### src/rtl/stack_alu_pkg.sv
// Shared opcodes, FSM state type and overflow helpers
// for the stack ALU and its multiplier.
package stack_alu_pkg;

   localparam logic [3:0] OP_NOP  = 4'b0000;
   localparam logic [3:0] OP_PUSH = 4'b0001;
   localparam logic [3:0] OP_POP  = 4'b0010;
   localparam logic [3:0] OP_DUP  = 4'b0011;
   localparam logic [3:0] OP_SWAP = 4'b0100;
   localparam logic [3:0] OP_ADD  = 4'b1000;
   localparam logic [3:0] OP_SUB  = 4'b1001;
   localparam logic [3:0] OP_MUL  = 4'b1010;

   typedef enum logic {IDLE, MUL_RUN} state_e;

   function automatic logic add_ovf(input logic sa, input logic sb,
                                    input logic sr);
      return (sa == sb) && (sr != sa);
   endfunction

   function automatic logic sub_ovf(input logic sa, input logic sb,
                                    input logic sr);
      return (sa != sb) && (sr != sa);
   endfunction

   // Product fits in N bits only if its upper N+1 bits are a pure sign run.
   function automatic logic mul_ovf(input logic hi_ones,
                                    input logic hi_zeros);
      return !(hi_ones || hi_zeros);
   endfunction

endpackage

### src/rtl/seq_mult.sv
// Iterative signed multiplier: shift-add on magnitudes,
// N iterations, sign applied to the final product.
module seq_mult #(
   parameter int N = 16
) (
   input  logic           clk,
   input  logic           reset,
   input  logic           start,
   input  logic [N-1:0]   a,
   input  logic [N-1:0]   b,
   output logic           busy,
   output logic           done,
   output logic [2*N-1:0] product
);

   localparam int IW = $clog2(N);

   logic           busy_q, neg_q;
   logic [IW-1:0]  cnt_q;
   logic [2*N-1:0] mc_q, acc_q, acc_d;
   logic [N-1:0]   mp_q, a_mag, b_mag;

   assign a_mag = a[N-1] ? -a : a;
   assign b_mag = b[N-1] ? -b : b;
   assign acc_d = acc_q + (mp_q[0] ? mc_q : '0);

   // done and product are combinational so the caller commits on the last iteration edge
   assign busy    = busy_q;
   assign done    = busy_q && (cnt_q == IW'(N - 1));
   assign product = neg_q ? -acc_d : acc_d;

   always_ff @(posedge clk) begin
      if (reset) begin
         busy_q <= 1'b0;
         neg_q  <= 1'b0;
         cnt_q  <= '0;
         mc_q   <= '0;
         mp_q   <= '0;
         acc_q  <= '0;
      end else if (start) begin
         busy_q <= 1'b1;
         neg_q  <= a[N-1] ^ b[N-1];
         cnt_q  <= '0;
         mc_q   <= {{N{1'b0}}, a_mag};
         mp_q   <= b_mag;
         acc_q  <= '0;
      end else if (busy_q) begin
         acc_q <= acc_d;
         mc_q  <= mc_q << 1;
         mp_q  <= mp_q >> 1;
         cnt_q <= cnt_q + IW'(1);
         if (done) busy_q <= 1'b0;
      end
   end

endmodule

### src/rtl/stack_alu_ext.sv
// Signed LIFO operand-stack ALU with SUB/DUP/SWAP,
// a multi-cycle MUL, status flags and error pulses.
module stack_alu_ext
   import stack_alu_pkg::*;
#(
   parameter int N     = 16,
   parameter int DEPTH = 8
) (
   input  logic                       clk,
   input  logic                       reset,
   input  logic [N-1:0]               input_data,
   input  logic [3:0]                 opcode,
   input  logic                       op_valid,
   output logic                       busy,
   output logic                       done,
   output logic [N-1:0]               output_data,
   output logic                       overflow,
   output logic                       error,
   output logic                       full,
   output logic                       empty,
   output logic [$clog2(DEPTH+1)-1:0] count
);

   localparam int CW = $clog2(DEPTH + 1);

   state_e         state_q, state_d;
   logic [N-1:0]   stk_q [DEPTH];
   logic [CW-1:0]  cnt_q, cnt_d;
   logic [N-1:0]   out_q, out_d;
   logic           ovf_q, ovf_d, err_q, err_d, done_q, done_d;
   logic           full_q, empty_q;
   logic [N-1:0]   tos, nos, sum, dif;
   logic           we0, we1;
   logic [CW-1:0]  wa0, wa1;
   logic [N-1:0]   wd0, wd1;
   logic           accept, two, mul_go;
   logic           m_busy, m_done;
   logic [2*N-1:0] m_prod;
   logic [N:0]     m_hi;

   always_comb begin
      tos = '0;
      nos = '0;
      for (int i = 0; i < DEPTH; i++) begin
         if (CW'(i + 1) == cnt_q) tos = stk_q[i];
         if (CW'(i + 2) == cnt_q) nos = stk_q[i];
      end
   end

   assign sum    = nos + tos;
   assign dif    = nos - tos;
   assign two    = cnt_q >= CW'(2);
   assign accept = op_valid && (state_q == IDLE);
   assign mul_go = accept && (opcode == OP_MUL) && two;
   assign m_hi   = m_prod[2*N-1:N-1];

   seq_mult #(.N(N)) u_mult (
      .clk     (clk),
      .reset   (reset),
      .start   (mul_go),
      .a       (nos),
      .b       (tos),
      .busy    (m_busy),
      .done    (m_done),
      .product (m_prod)
   );

   always_ff @(posedge clk) begin
      if (reset) begin
         state_q <= IDLE;
         cnt_q   <= '0;
         out_q   <= '0;
         ovf_q   <= 1'b0;
         err_q   <= 1'b0;
         done_q  <= 1'b0;
         full_q  <= 1'b0;
         empty_q <= 1'b1;
      end else begin
         state_q <= state_d;
         cnt_q   <= cnt_d;
         out_q   <= out_d;
         ovf_q   <= ovf_d;
         err_q   <= err_d;
         done_q  <= done_d;
         full_q  <= (cnt_d == CW'(DEPTH));
         empty_q <= (cnt_d == '0);
      end
   end

   always_ff @(posedge clk) begin
      for (int i = 0; i < DEPTH; i++) begin
         if (we0 && wa0 == CW'(i)) stk_q[i] <= wd0;
         if (we1 && wa1 == CW'(i)) stk_q[i] <= wd1;
      end
   end

   always_comb begin
      state_d = state_q;
      unique case (state_q)
         IDLE:    if (mul_go) state_d = MUL_RUN;
         MUL_RUN: if (m_done) state_d = IDLE;
         default: state_d = IDLE;
      endcase
   end

   always_comb begin
      cnt_d  = cnt_q;
      out_d  = out_q;
      ovf_d  = ovf_q;
      err_d  = 1'b0;
      done_d = 1'b0;
      we0    = 1'b0;
      we1    = 1'b0;
      wa0    = cnt_q;
      wa1    = cnt_q - CW'(2);
      wd0    = '0;
      wd1    = tos;
      if (state_q == MUL_RUN) begin
         if (m_done) begin
            we0    = 1'b1;
            wa0    = cnt_q - CW'(2);
            wd0    = m_prod[N-1:0];
            cnt_d  = cnt_q - CW'(1);
            out_d  = m_prod[N-1:0];
            ovf_d  = mul_ovf(&m_hi, ~|m_hi);
            done_d = 1'b1;
         end
      end else if (accept) begin
         done_d = 1'b1;
         unique case (opcode)
            OP_NOP: ;
            OP_PUSH: begin
               if (full_q) err_d = 1'b1;
               else begin
                  we0   = 1'b1;
                  wd0   = input_data;
                  cnt_d = cnt_q + CW'(1);
                  out_d = input_data;
               end
            end
            OP_POP: begin
               if (empty_q) err_d = 1'b1;
               else begin
                  cnt_d = cnt_q - CW'(1);
                  out_d = tos;
               end
            end
            OP_DUP: begin
               if (full_q || empty_q) err_d = 1'b1;
               else begin
                  we0   = 1'b1;
                  wd0   = tos;
                  cnt_d = cnt_q + CW'(1);
                  out_d = tos;
               end
            end
            OP_SWAP: begin
               if (!two) err_d = 1'b1;
               else begin
                  we0   = 1'b1;
                  we1   = 1'b1;
                  wa0   = cnt_q - CW'(1);
                  wd0   = nos;
                  out_d = nos;
               end
            end
            OP_ADD, OP_SUB: begin
               if (!two) err_d = 1'b1;
               else begin
                  we0   = 1'b1;
                  wa0   = cnt_q - CW'(2);
                  wd0   = (opcode == OP_ADD) ? sum : dif;
                  cnt_d = cnt_q - CW'(1);
                  out_d = wd0;
                  ovf_d = (opcode == OP_ADD)
                        ? add_ovf(nos[N-1], tos[N-1], sum[N-1])
                        : sub_ovf(nos[N-1], tos[N-1], dif[N-1]);
               end
            end
            OP_MUL: begin
               if (!two) err_d = 1'b1;
               else done_d = 1'b0;
            end
            default: err_d = 1'b1;
         endcase
      end
   end

   assign busy        = m_busy;
   assign done        = done_q;
   assign output_data = out_q;
   assign overflow    = ovf_q;
   assign error       = err_q;
   assign full        = full_q;
   assign empty       = empty_q;
   assign count       = cnt_q;

endmodule
### config.mk
export PLATFORM = sky130hd
export DESIGN_NAME = stack_alu_ext
export DESIGN_NICKNAME = d
export VERILOG_FILES = /design/src/rtl/stack_alu_pkg.sv /design/src/rtl/seq_mult.sv /design/src/rtl/stack_alu_ext.sv
export SDC_FILE = /design/constraint.sdc
export NUM_CORES = 1
export LEC_CHECK = 0
export ABC_AREA = 1
export CAP_MARGIN = 10
export CELL_PAD_IN_SITES_DETAIL_PLACEMENT = 0
export CELL_PAD_IN_SITES_GLOBAL_PLACEMENT = 1
export CORE_ASPECT_RATIO = 1.2
export CORE_MARGIN = 4
export CORE_UTILIZATION = 30
export DETAILED_ROUTE_END_ITERATION = 8
export GPL_ROUTABILITY_DRIVEN = 0
export PLACE_DENSITY_LB_ADDON = 0.1
export SLEW_MARGIN = 5
export SYNTH_ARGS = -nofsm -noshare
export SYNTH_HDL_FRONTEND = slang
export SYNTH_SLANG_ARGS = --single-unit
### constraint.sdc
create_clock -name clk -period 11.8 [get_ports clk]
set_input_delay 2.36 -clock clk [delete_from_list [all_inputs] [get_ports clk]]
set_output_delay 2.36 -clock clk [all_outputs]
set_load 0.02 [all_outputs]
==> results.md <==
* Max Cap Viol at 0
* Syn Inst Count at roughly 3300
* Minimum clock period at 7110 ps
* Final Hold Vio Count at 0
* CP Class: in -> reg
* Util after Layout at 33.5%
* Place WS at 4060 ps
* Met1 Use GR at 31.2%
* Residual DRC at 0
* Syn Std Cell Area at 20700 um^2
* Antenna cells at 0
* Number of routed nets with antenna violations at 0
* CTS Buf Count at 31
* Initial antenna violation count at 1
* Register bit total from synthesis at 240
* FP Rows at 105
* Total power at slightly below 0.002 W
* Worst path slowest cell: nand2_1
* Clk root buf: clkbuf_16
* Critical Path Fanout Max at 24
* CP Capture Type: flop
* Asr flop ratio synth at 0%
* Area growth syn-to-layout at 10.8%
* Sequential fraction of the synthesis area at between 20% and 30%
* Synth Area per Inst at ~6.3 um^2
* Slew margin rel. at 16.5%
* Setup_tns at 0 ps
* Syn nets at 3389
* Via count at 22300
* Hold buffer count at cts at 0
* TritonCTS Sinks at 240
* Peak VDD IR at 0.115 mV
* Primary FF master, synth: edfxtp_1
* Worst setup margin at ~4700 ps
* HP Class: reg -> reg
* Total wire length at 96.9 mm
* Fillers at 7636
* Vias in the first global route at 21100
* Crit path cell chain: clkdlybuf4s50_1 -> inv_1 -> nor3_4 -> inv_2 -> nor2_1 -> inv_1 -> nor2_2 -> inv_2 -> nor3_2 -> inv_1 -> nand2_1
* Post-CTS Setup Bufs at 0
* Final setup violation count at 0
* DP Wirelength at 74.3 mm
* Gr busiest metal: met2
* Number of top-level pins at between 40 and 50
* Die area at 73200 um^2
* CP Data Arrival Time at 7330 ps
* Global-route wire length before repair at between 100 and 150 mm
* Clk Latency, worst-skew pair at between 600 and 700 ps
* Final Slew Violations at 0
* DRT Pass-1 Iters at 7
* Crit start category: input pin
* PD cells at 84.6 nW/um^2
* Clock buffer depth at 3
* Worst path max stage delay at 880 ps
* Synth Warn # at 0
* Worst EP required at 12020 ps
* Core footprint at roughly 68000 um^2
* Routed WL per cell at 23.1 um
* Final Cycle Share at 60.2%
* Synth unique cells at 65
* FMAX at 0.141 GHz
* Pleak at 10.7 nW
* GRT Overall Usage at around a quarter
* H-tree depth at 1
* Met2 usage at 44.0%
* Status: finished clean
* Clock slew at reported path FFs at 60 ps
* Via density at 5.32
* CTS-repair resized insts at 0
* Critical path's most frequent cell: inv_1
* Starting Density at 30.3%
* IO buf count at 48
* Share of cells above drive strength 1 at 6.59%
* Slew @ Worst Pin at 1250 ps
* Post-synth EDFFs at 128
* CTS tree: built
* Layout Skew at 19.1 ps
* # nets final at about 3400
* Grt ovf at 0
* Largest net degree at the start of global routing at 74
* Die width at 248 um
* RSZ-0062 raised after global routing: no
* DR iter-0 viols at around 2200
* Chip Height at slightly below 300 um
* Routing usage on met3 at 4.54%
==> worst max-delay path, delay by kind of cell <==
kind	cells	cell delay (ps)
simple gates	5	2900
buf+inv	6	2030
==> cell usage after synthesis, types with 3 or more instances <==
cell       number  area, um^2
a211oi_1        6        45.0
a21boi_0        3        22.5
a21oi_1       186         931
a21oi_2         5        43.8
a31oi_1        19         119
buf_1          13        48.8
buf_2          18        90.1
buf_4           7        52.6
buf_6           7        78.8
clkbuf_1       91         342
clkinv_1       10        37.5
dfxtp_1       112        2240
edfxtp_1      128        3840
ha_1           72         901
inv_1         368        1380
inv_2          23        86.3
nand2_1      1169        4390
nand2_2        38         238
nand3_1       186         931
nand3_2        10         100
nand3_4         3        52.6
nand3b_1        6        45.0
nand4_1        59         369
nor2_1        233         875
nor2_2          9        56.3
nor2_4          3        33.8
nor3_1         23         115
nor3_2         10         100
nor3_4          3        48.8
o2111ai_1       4        35.0
o211ai_1       51         383
o21a_1          4        30.0
o21ai_0       217        1090
o21ai_1        43         215
o21ai_2         9        78.8
o21bai_1       11        82.6
o221ai_1       14         123
o22ai_1        19         119
o311ai_0        9        78.8
or2_2           8        50.1
xnor2_1         6        52.6
xor2_1         45         394
==> power breakdown <==
part           switching, W  leakage (nW)  internal, W  total (W)
Combinational     0.0000537          7.99    0.0000239  0.0000776
Clock              0.000422         0.506     0.000563   0.000985
Sequential       0.00000249          2.17     0.000875   0.000877
Total              0.000478          10.7      0.00146    0.00194
==> cells in the final DEF, fill, tap and decap left out, types with 8 or more instances in the layout <==
cell type,count
o21ai_2,9
inv_2,23
a31oi_1,19
xor2_1,45
nor3_2,10
dfxtp_1,111
o21bai_1,11
or2_2,8
clkdlybuf4s50_1,47
nor3_1,23
nand3_2,10
o311ai_0,9
o21ai_0,216
clkbuf_16,31
o21ai_1,44
nor2_1,231
clkinv_1,10
nor2_2,11
inv_1,368
a21oi_1,186
nand2_2,38
buf_4,29
o22ai_1,19
edfxtp_1,128
o221ai_1,14
nand4_1,59
o211ai_1,51
nand2_1,1169
nand3_1,186
ha_1,72
==> path summary, 6_finish.rpt <==
| kind | from | to | slack (ps) | depth (start not counted) |
|---|---|---|---|---|
| min | output_data[2] | output_data[2] | 470 | 2 |
| max reg2reg | count[0] | stk_q[0][47] | 4950 | 25 |
| min reg2reg | output_data[2] | output_data[2] | 470 | 2 |
| max | opcode[2] | stk_q[1][54] | 4690 | 11 |
==> layer usage <==
layer,routed length [um],up-vias
li1,-,10700
met1,38800,10600
met2,46100,844
met3,6740,203
met4,5220,2
met5,8,-
==> final cells by class <==
| class | instances | area (um^2) | area share, % |
|---|---|---|---|
| Clock buffer | 48 | 922 | 4.02 |
| Clock inverter | 10 | 110 | 0.480 |
| Inverter | 403 | 1520 | 6.63 |
| Multi-Input combinational cell | 2513 | 12400 | 54.3 |
| Sequential cell | 240 | 6090 | 26.6 |
| Tap cell | 909 | 1140 | 4.96 |
| Timing Repair Buffer | 77 | 693 | 3.02 |
==> registers in the layout, indices dropped and copies added, names as in the netlist <==
| register | cells |
|---|---|
| u_mult.busy | 1 |
| error | 1 |
| state_q | 1 |
| overflow | 1 |
| u_mult.mc_q | 32 |
| u_mult.cnt_q | 4 |
| full | 1 |
| output_data | 16 |
| count | 4 |
| u_mult.acc_q | 32 |
| empty | 1 |
| done | 1 |
| u_mult.neg_q | 1 |
| u_mult.mp_q | 16 |
| stk_q | 128 |
==> logic make-up after synthesis <==
| group | Yosys count | share of synthesized area (%) |
|---|---|---|
| AO/OA/AOI/OAI | 615 | 17.1 |
| XOR/XNOR | 51 | 2.16 |
| adder cells (fa/ha/maj) | 73 | 4.45 |
| buffers and inverters | 540 | 10.4 |
| flip-flops | 240 | 29.4 |
| multiplexers | 1 | 0.0484 |
| AND/OR/NAND/NOR | 1773 | 36.4 |
==> metrics by stage <==
step / cells / area, um^2 / hold slack (ps)
floorplan: 3293 / 20700 / 441
global placement: 4142 / 21900 / 453
detailed placement: 4142 / 21900 / 456
CTS: 4200 / 22900 / 465
global route: 4200 / 22900 / 477
finish: 4200 / 22900 / 465
No activity file was read; power rests on OpenSTA's default activity.
